==> src/rtl/fpga_din_pkg.sv <==
// Shared types for the DInGen byte-to-word packer.
// Output words are little-endian: byte 0 sits in bits [7:0].
package fpga_din_pkg;

   localparam int unsigned BYTES_PER_WORD = 4;

   typedef logic [7:0]                  din_byte_t;
   typedef logic [8*BYTES_PER_WORD-1:0] din_word_t;

   typedef struct packed {
      din_word_t  data;
      logic [2:0] nbytes;
   } word_entry_t;

endpackage

==> src/rtl/fpga_din_packer_fifo.sv <==
// Output FIFO of packed words.
// When the FIFO is empty the head output reads zero.
module din_word_fifo
   import fpga_din_pkg::*;
#(
   parameter int unsigned FIFO_DEPTH = 4
) (
   input  logic                        i_clk,
   input  logic                        i_rst_n,
   input  logic                        i_push,
   input  word_entry_t                 i_entry,
   output logic                        o_full,
   input  logic                        i_pop,
   output word_entry_t                 o_head,
   output logic                        o_empty,
   output logic [$clog2(FIFO_DEPTH):0] o_level
);

   localparam int unsigned AW = $clog2(FIFO_DEPTH);
   localparam logic [AW:0]   LVL_FULL = (AW+1)'(FIFO_DEPTH);
   localparam logic [AW:0]   LVL_ONE  = (AW+1)'(1);
   localparam logic [AW-1:0] PTR_ONE  = AW'(1);

   word_entry_t   r_mem [FIFO_DEPTH];
   logic [AW-1:0] r_wr_ptr;
   logic [AW-1:0] r_rd_ptr;
   logic [AW:0]   r_level;
   logic          w_pop;
   logic          w_push_ok;

   assign o_empty   = (r_level == '0);
   assign o_full    = (r_level == LVL_FULL);
   assign o_level   = r_level;
   assign w_pop     = i_pop && !o_empty;
   // A pop in the same cycle frees the slot, so a full FIFO can still accept.
   assign w_push_ok = i_push && (!o_full || w_pop);
   assign o_head    = o_empty ? '0 : r_mem[r_rd_ptr];

   always_ff @(posedge i_clk) begin
      if (w_push_ok) r_mem[r_wr_ptr] <= i_entry;
   end

   always_ff @(posedge i_clk or negedge i_rst_n) begin
      if (!i_rst_n) begin
         r_wr_ptr <= '0;
         r_rd_ptr <= '0;
         r_level  <= '0;
      end else begin
         if (w_push_ok) r_wr_ptr <= r_wr_ptr + PTR_ONE;
         if (w_pop)     r_rd_ptr <= r_rd_ptr + PTR_ONE;
         case ({w_push_ok, w_pop})
            2'b10:   r_level <= r_level + LVL_ONE;
            2'b01:   r_level <= r_level - LVL_ONE;
            default: r_level <= r_level;
         endcase
      end
   end

endmodule

==> src/rtl/fpga_din_packer.sv <==
// Packs DInGen bytes into 32-bit little-endian words and queues them.
// Flush emits a zero-padded partial word. Overflow is sticky.
module fpga_din_packer #(
   parameter int unsigned FIFO_DEPTH     = 4,
   parameter int unsigned BYTES_PER_WORD = 4
) (
   input  logic                          Clk,
   input  logic                          nReset,
   input  logic                          DInValid,
   input  logic [7:0]                    DIn,
   input  logic                          Flush,
   output logic [8*BYTES_PER_WORD-1:0]   WordOut,
   output logic [2:0]                    WordBytes,
   output logic                          WordValid,
   input  logic                          WordReady,
   output logic [$clog2(FIFO_DEPTH):0]   Level,
   output logic                          Overflow,
   input  logic                          ClearOverflow
);

   import fpga_din_pkg::*;

   din_word_t   r_acc;
   din_word_t   w_lanes;
   logic [1:0]  r_idx;
   logic [2:0]  w_cnt;
   logic        w_push;
   logic        w_pop;
   logic        w_full;
   logic        w_empty;
   logic        w_drop;
   logic        r_ovf;
   word_entry_t w_entry;
   word_entry_t w_head;

   // The byte arriving this cycle counts toward both completion and flush size.
   always_comb begin
      w_lanes = r_acc;
      if (DInValid) w_lanes[8*r_idx +: 8] = DIn;
      w_cnt          = {1'b0, r_idx} + {2'b00, DInValid};
      w_push         = (DInValid && (r_idx == 2'd3)) || (Flush && (w_cnt != 3'd0));
      w_entry.data   = w_lanes;
      w_entry.nbytes = w_cnt;
   end

   assign w_pop  = !w_empty && WordReady;
   assign w_drop = w_push && w_full && !w_pop;

   always_ff @(posedge Clk or negedge nReset) begin
      if (!nReset) begin
         r_acc <= '0;
         r_idx <= '0;
      end else if (w_push) begin
         r_acc <= '0;
         r_idx <= '0;
      end else if (DInValid) begin
         r_acc <= w_lanes;
         r_idx <= r_idx + 2'd1;
      end
   end

   always_ff @(posedge Clk or negedge nReset) begin
      if (!nReset)            r_ovf <= 1'b0;
      else if (w_drop)        r_ovf <= 1'b1;
      else if (ClearOverflow) r_ovf <= 1'b0;
   end

   din_word_fifo #(.FIFO_DEPTH(FIFO_DEPTH)) u_fifo (
      .i_clk   (Clk),
      .i_rst_n (nReset),
      .i_push  (w_push),
      .i_entry (w_entry),
      .o_full  (w_full),
      .i_pop   (w_pop),
      .o_head  (w_head),
      .o_empty (w_empty),
      .o_level (Level)
   );

   assign WordOut   = w_head.data;
   assign WordBytes = w_head.nbytes;
   assign WordValid = !w_empty;
   assign Overflow  = r_ovf;

endmodule

==> config.mk <==
export PLATFORM = sky130hd
export DESIGN_NAME = fpga_din_packer
export DESIGN_NICKNAME = d
export VERILOG_FILES = /design/src/rtl/fpga_din_pkg.sv /design/src/rtl/fpga_din_packer_fifo.sv /design/src/rtl/fpga_din_packer.sv
export SDC_FILE = /design/constraint.sdc
export NUM_CORES = 1
export LEC_CHECK = 0
export CORE_MARGIN = 4
export CORE_UTILIZATION = 58
export DETAILED_ROUTE_END_ITERATION = 7
export HOLD_SLACK_MARGIN = 0.03
export PLACE_DENSITY = 0.8
export SYNTH_ARGS = -nofsm -noshare
export SYNTH_HDL_FRONTEND = slang
export SYNTH_SLANG_ARGS = --single-unit
==> constraint.sdc <==
create_clock -name Clk -period 5.8 [get_ports Clk]
set_input_delay 0.87 -clock Clk [delete_from_list [all_inputs] [get_ports Clk]]
set_output_delay 0.87 -clock Clk [all_outputs]
set_load 0.01 [all_outputs]
* Word level (Yosys, flattened, before mapping)
Memory sizes are Yosys's and may differ from the RTL's.
Cells that the tools add are included.
** Storage, ports and cells
- Bits of input ports :: 14
- Logic and storage cells :: 49
- Output and inout port bits :: 40
- Register bits after elaboration :: 42
- Memories kept :: 1
- Bits in writable memories :: 140
** Operators by class
- Muxes and demuxes :: 12
- Shift-type cells :: 2
- Reduce and logical (&&, ||, !) cells :: 17
- $add $sub $neg :: 7
- Equality and inequality tests :: 4
** Memories
- u_fifo.r_mem :: depth 4, width 35, rd ports 1, clocked after memory_dff 0, wr ports 1, RTL line fpga_din_packer_fifo.sv:24 : word_entry_t r_mem [FIFO_DEPTH];
** Operators by type and width (count)
- $mux 32 :: 3
- $mux 35 :: 1
- $neg 5->34 :: 1
- $shift 8x34->32 const A :: 1
- $shiftx 8x34->32 :: 1
- $bwmux 32 :: 1
- $logic_and 1x1->1 :: 7
- $add 2x1->2 const B :: 3
- $pmux 3 s2 :: 1
- $reduce_bool 2->1 :: 3
- $eq 2x2->1 const B :: 2
- $mux 1 :: 4
- $mux 2 :: 2
- $add 2x1->3 :: 1
- $add 3x1->3 const B :: 1
- $eq 3x3->1 const B :: 1
- $logic_not 1->1 :: 3
- $logic_not 3->1 :: 1
- $reduce_bool 3->1 :: 1
- $sub 3x1->3 const B :: 1
- $eq 2x1->1 const B :: 1
- $logic_or 1x1->1 :: 2

* Logic depth before layout (Yosys ltp)
- Depth after elaboration :: 8
- Mapped depth :: 10
- Depth with buffers taken out :: 9

* By module
A second synthesis with hierarchy kept.
** Unflattened totals
- Cell total of the unflattened synthesis :: 450
- Area total of the unflattened synthesis :: 7656.1 um^2
** Modules (own cells, without submodules)
- din_word_fifo :: area an instance 5719.2 um^2, sequential area each 4379.2 um^2, cells an instance 261, instances 1
- fpga_din_packer :: area an instance 1936.9 um^2, sequential area each 875.8 um^2, cells an instance 189, instances 1

* Worst setup path after synthesis
OpenSTA, ideal clock, no wires.
- Path kind :: input to register
- Start :: input port DInValid
- End :: memory u_fifo.r_mem[0][0] in the netlist's numbering (enable)
- Stages :: 7
- Arrival :: 2.964 ns
- Required time :: 5.405 ns
- Buffers on the path :: 1
- Setup time :: 0.395 ns
- Slack :: 2.441 ns
- Cell sequence :: ha_1 > ha_1 > o31ai_4 > and2_0 > buf_2 > a31oi_2 > and2_1
** RTL lines
- start, declared :: RTL line fpga_din_packer.sv:9 : input logic DInValid,
- end, declared :: RTL line fpga_din_packer_fifo.sv:24

==> impl_metrics.tcl <==
set metrics [dict create \
    tritoncts "yes" \
    area_delta_synth_final_pct 16.89 \
    fin_area_sq_um 8866 \
    synth_area_leaders "edfxtp_1 55%, dfrtp_1 14%, mux4_2 10%, a22o_1 6.5%, and2_1 3.4%" \
    die_h_microns 122.4 \
    synthSimpleGateAreaFrac_pct 7.126 \
    holdPathStages 1 \
    route.vias.total 4168 \
    reg2regPathDepth 9 \
    setup_viol 0 \
    die_area_sq_um 14970 \
    fin_nets 508 \
    outcome "complete, no violations" \
    ys_seq_area_share_pct 69.28 \
    maxSlewViolCount 0 \
    finalWirelength_mm 14.78 \
    track_usage_pct 21.20 \
    arrival_ns 4.51 \
    r2r_start "r_idx[0]$_DFFE_PN0P_" \
    grt_pass1_vias 4365 \
    synth-edff-count 140 \
    rsz0062_at_grt "no" \
    core.rowCount 41 \
    cts_setup_buffers 0 \
    grtUsageMet3_pct 6.037 \
    dr.pass1.iters 5 \
    routed_via_density 6.249 \
    cpPeakStageDelay_ns 0.62 \
    synth_top_family_by_area "multiplexers" \
    clk_latency_ns 0.43 \
    synth_fa_ha_area_share_pct 2.079 \
    vdd_drop_max_uv 410.6 \
    worstMarginPinSlew_ns 1.122 \
    grt_overflow 0 \
    min_from "u_fifo.r_rd_ptr[1]$_DFFE_PN0P_" \
    synth_seq_cells 182 \
    synth_top_area_share_pct 55.43 \
    tns_ns 0 \
    placed_cells 635 \
    layout_min_cycle_time_ns 4.208 \
    grt_util_met2_pct 34.90 \
    layout_common_cells "140 x edfxtp_1, 56 x a22o_1, 52 x clkdlybuf4s50_1" \
    hpwl_mm 8.719 \
    core_area_sq_um 12720 \
    layout_commonest_cell "edfxtp_1" \
    fin_hold_ws_ns 0.4884 \
    start_kind "input pin" \
    start_util_pct 59.62 \
    ys.warnings.count 0 \
    dpl_cell_area_sq_um 8268 \
    grt_busiest_layer "met2" \
    cp_cell_sequence "clkdlybuf4s50_1, ha_1, ha_1, o31ai_4, and2_0, nand3_1, fa_1, a211o_1, o211a_1, a221o_1" \
    diodes 0 \
    ys.flop_type "edfxtp_1" \
    portBuffers 53 \
    drc 0 \
    synth_mux_area_share_pct 10.54 \
    stdcell_count 667 \
    grt_pass1_wl_mm 23.67 \
    cts.htree.levels 4 \
    gp_congestion 0.8540 \
    fmax_mhz 237.6 \
    crit_family "compound AO/OA/AOI/OAI gates" \
    postSynthAreaPerCell_sq_um 17.80 \
    r2r-end "u_fifo.o_level[2]$_DFFE_PN0P_" \
    end_kind "flip-flop" \
    synthesis.nets 452 \
    netlist_area_sq_um 7585 \
    synth-xor-area-share_pct 0.4619 \
    synth-async-reset-ratio_pct 23.08 \
    power_density_nw_per_um2 518.5 \
    critical_path_required_ns 6.10 \
    root_buffer "clkbuf_16" \
    crit_fanout 16 \
    slew-limit-headroom_pct 25.03 \
    cpMostUsedCell "ha_1" \
    io_pins 54 \
    numCtsBuffers 17 \
    die_x_microns 122.4 \
    grt_util_met1_pct 27.58 \
    post_cts_resized 0 \
    final.period_utilization_pct 72.55 \
    cts.path.max_buffers 2 \
    crit_slowest_cell "clkdlybuf4s50_1" \
    reg2reg_slack_ns 2.19 \
    cts-hold-fix-buffers 0 \
    final_util_pct 69.69 \
    clkTransAtPathRegs_ns 0.06 \
    synthDistinctLibCells 44 \
    drtIter0Drc 410 \
    maxCapViolCount 0 \
    min_to "u_fifo.r_rd_ptr[1]$_DFFE_PN0P_" \
    hold_viol_final 0 \
    path_class "in -> reg" \
    cp_num_buf_inv 1 \
    drive_above_1_share_pct 17.17 \
    cp.depth 10 \
    antenna_found_initial 0 \
    wl_per_cell_microns 22.16 \
    clock-skew-final_ns 0.009806 \
    grt_max_degree 43 \
    ant_nets 0 \
    syn_inst 426 \
    hold_class "reg -> reg" \
    leakagePower_nw 3.276 \
    synth_compound_area_share_pct 8.545 \
    synth_top_area_cell "edfxtp_1" \
    cts_sinks 182 \
]
-- per-stage QoR --
| step | power [W] | worst slack [ns] |
|---|---|---|
| 4_1_cts | 0.004649 | 1.621 |
| 2_1_floorplan | 0.002817 | 2.441 |
| 3_3_place_gp | 0.003448 | 1.391 |
| 5_1_grt | 0.004836 | 1.433 |
| 6_report | 0.004597 | 1.592 |
| 3_5_place_dp | 0.003503 | 1.161 |
-- report_power, final --
part / internal, W / switching [W] / total [W]
Combinational: 0.000849 / 0.000763 / 0.00161
Sequential: 0.00170 / 0.000140 / 0.00184
Clock: 0.000665 / 0.000483 / 0.00115
-- synthesized netlist by cell type (2+ instances only) --
cell and count:
dfrtp_1 42, and2_0 2, mux4_2 35, a22o_1 56, nand2b_1 3, edfxtp_1 140
xnor2_1 4, inv_1 11, and3_1 8, buf_2 8, clkbuf_1 11, nand3_1 4
and2_1 41, nand2_2 2, nand2_1 10, o2111ai_1 2, nor4b_4 2, o21ai_1 3
ha_1 11, a21oi_1 3, nor2_1 3, buf_4 3
-- state kept, by name, summed over array words and instances (netlist names) --
name,flops
r_acc,32
u_fifo.o_level,3
u_fifo.r_mem,140
r_idx,2
u_fifo.r_rd_ptr,2
u_fifo.r_wr_ptr,2
Overflow,1
-- how the worst max path moves through the flow --
stage                                          endpoint  startpoint  slack, ns
final                     u_fifo.o_level[2]$_DFFE_PN0P_    DInValid       1.59
after global routing      u_fifo.o_level[2]$_DFFE_PN0P_    DInValid       1.43
after CTS                 u_fifo.o_level[2]$_DFFE_PN0P_    DInValid       1.62
after detailed placement  u_fifo.o_level[2]$_DFFE_PN0P_    DInValid       1.16
after global placement    u_fifo.o_level[2]$_DFFE_PN0P_    DInValid       1.39
after floorplan            u_fifo.r_mem[0][0]$_DFFE_PP_    DInValid       2.44
-- kinds of logic (layout without fill, tap and decap cells) --
kind of cell               count (synthesis)  count (layout)
DFF                                      182             182
and+or+nand+nor                           83              83
AOI/OAI and AO/OA                         75              75
muxes                                     36              36
buffers and inverters                     34             103
adders and majority gates                 12              12
xor gates and xnor gates                   4               4
-- final cells by class --
type	instances	area [sq um]
Sequential cell	182	5256
Clock inverter	12	141.4
Timing Repair Buffer	59	570.5
Fill cell	848	3856
Multi-Input combinational cell	210	2181
Clock buffer	20	456.7
Tap cell	172	215.2
Inverter	12	45.04
-- routing by layer --
metal	vias up	wire length [microns]
met2	154	7510
met1	2173	5940
met4	0	292
met3	30	1035
li1	1811	-
met5	-	0
Power figures use the tool's default switching activity.
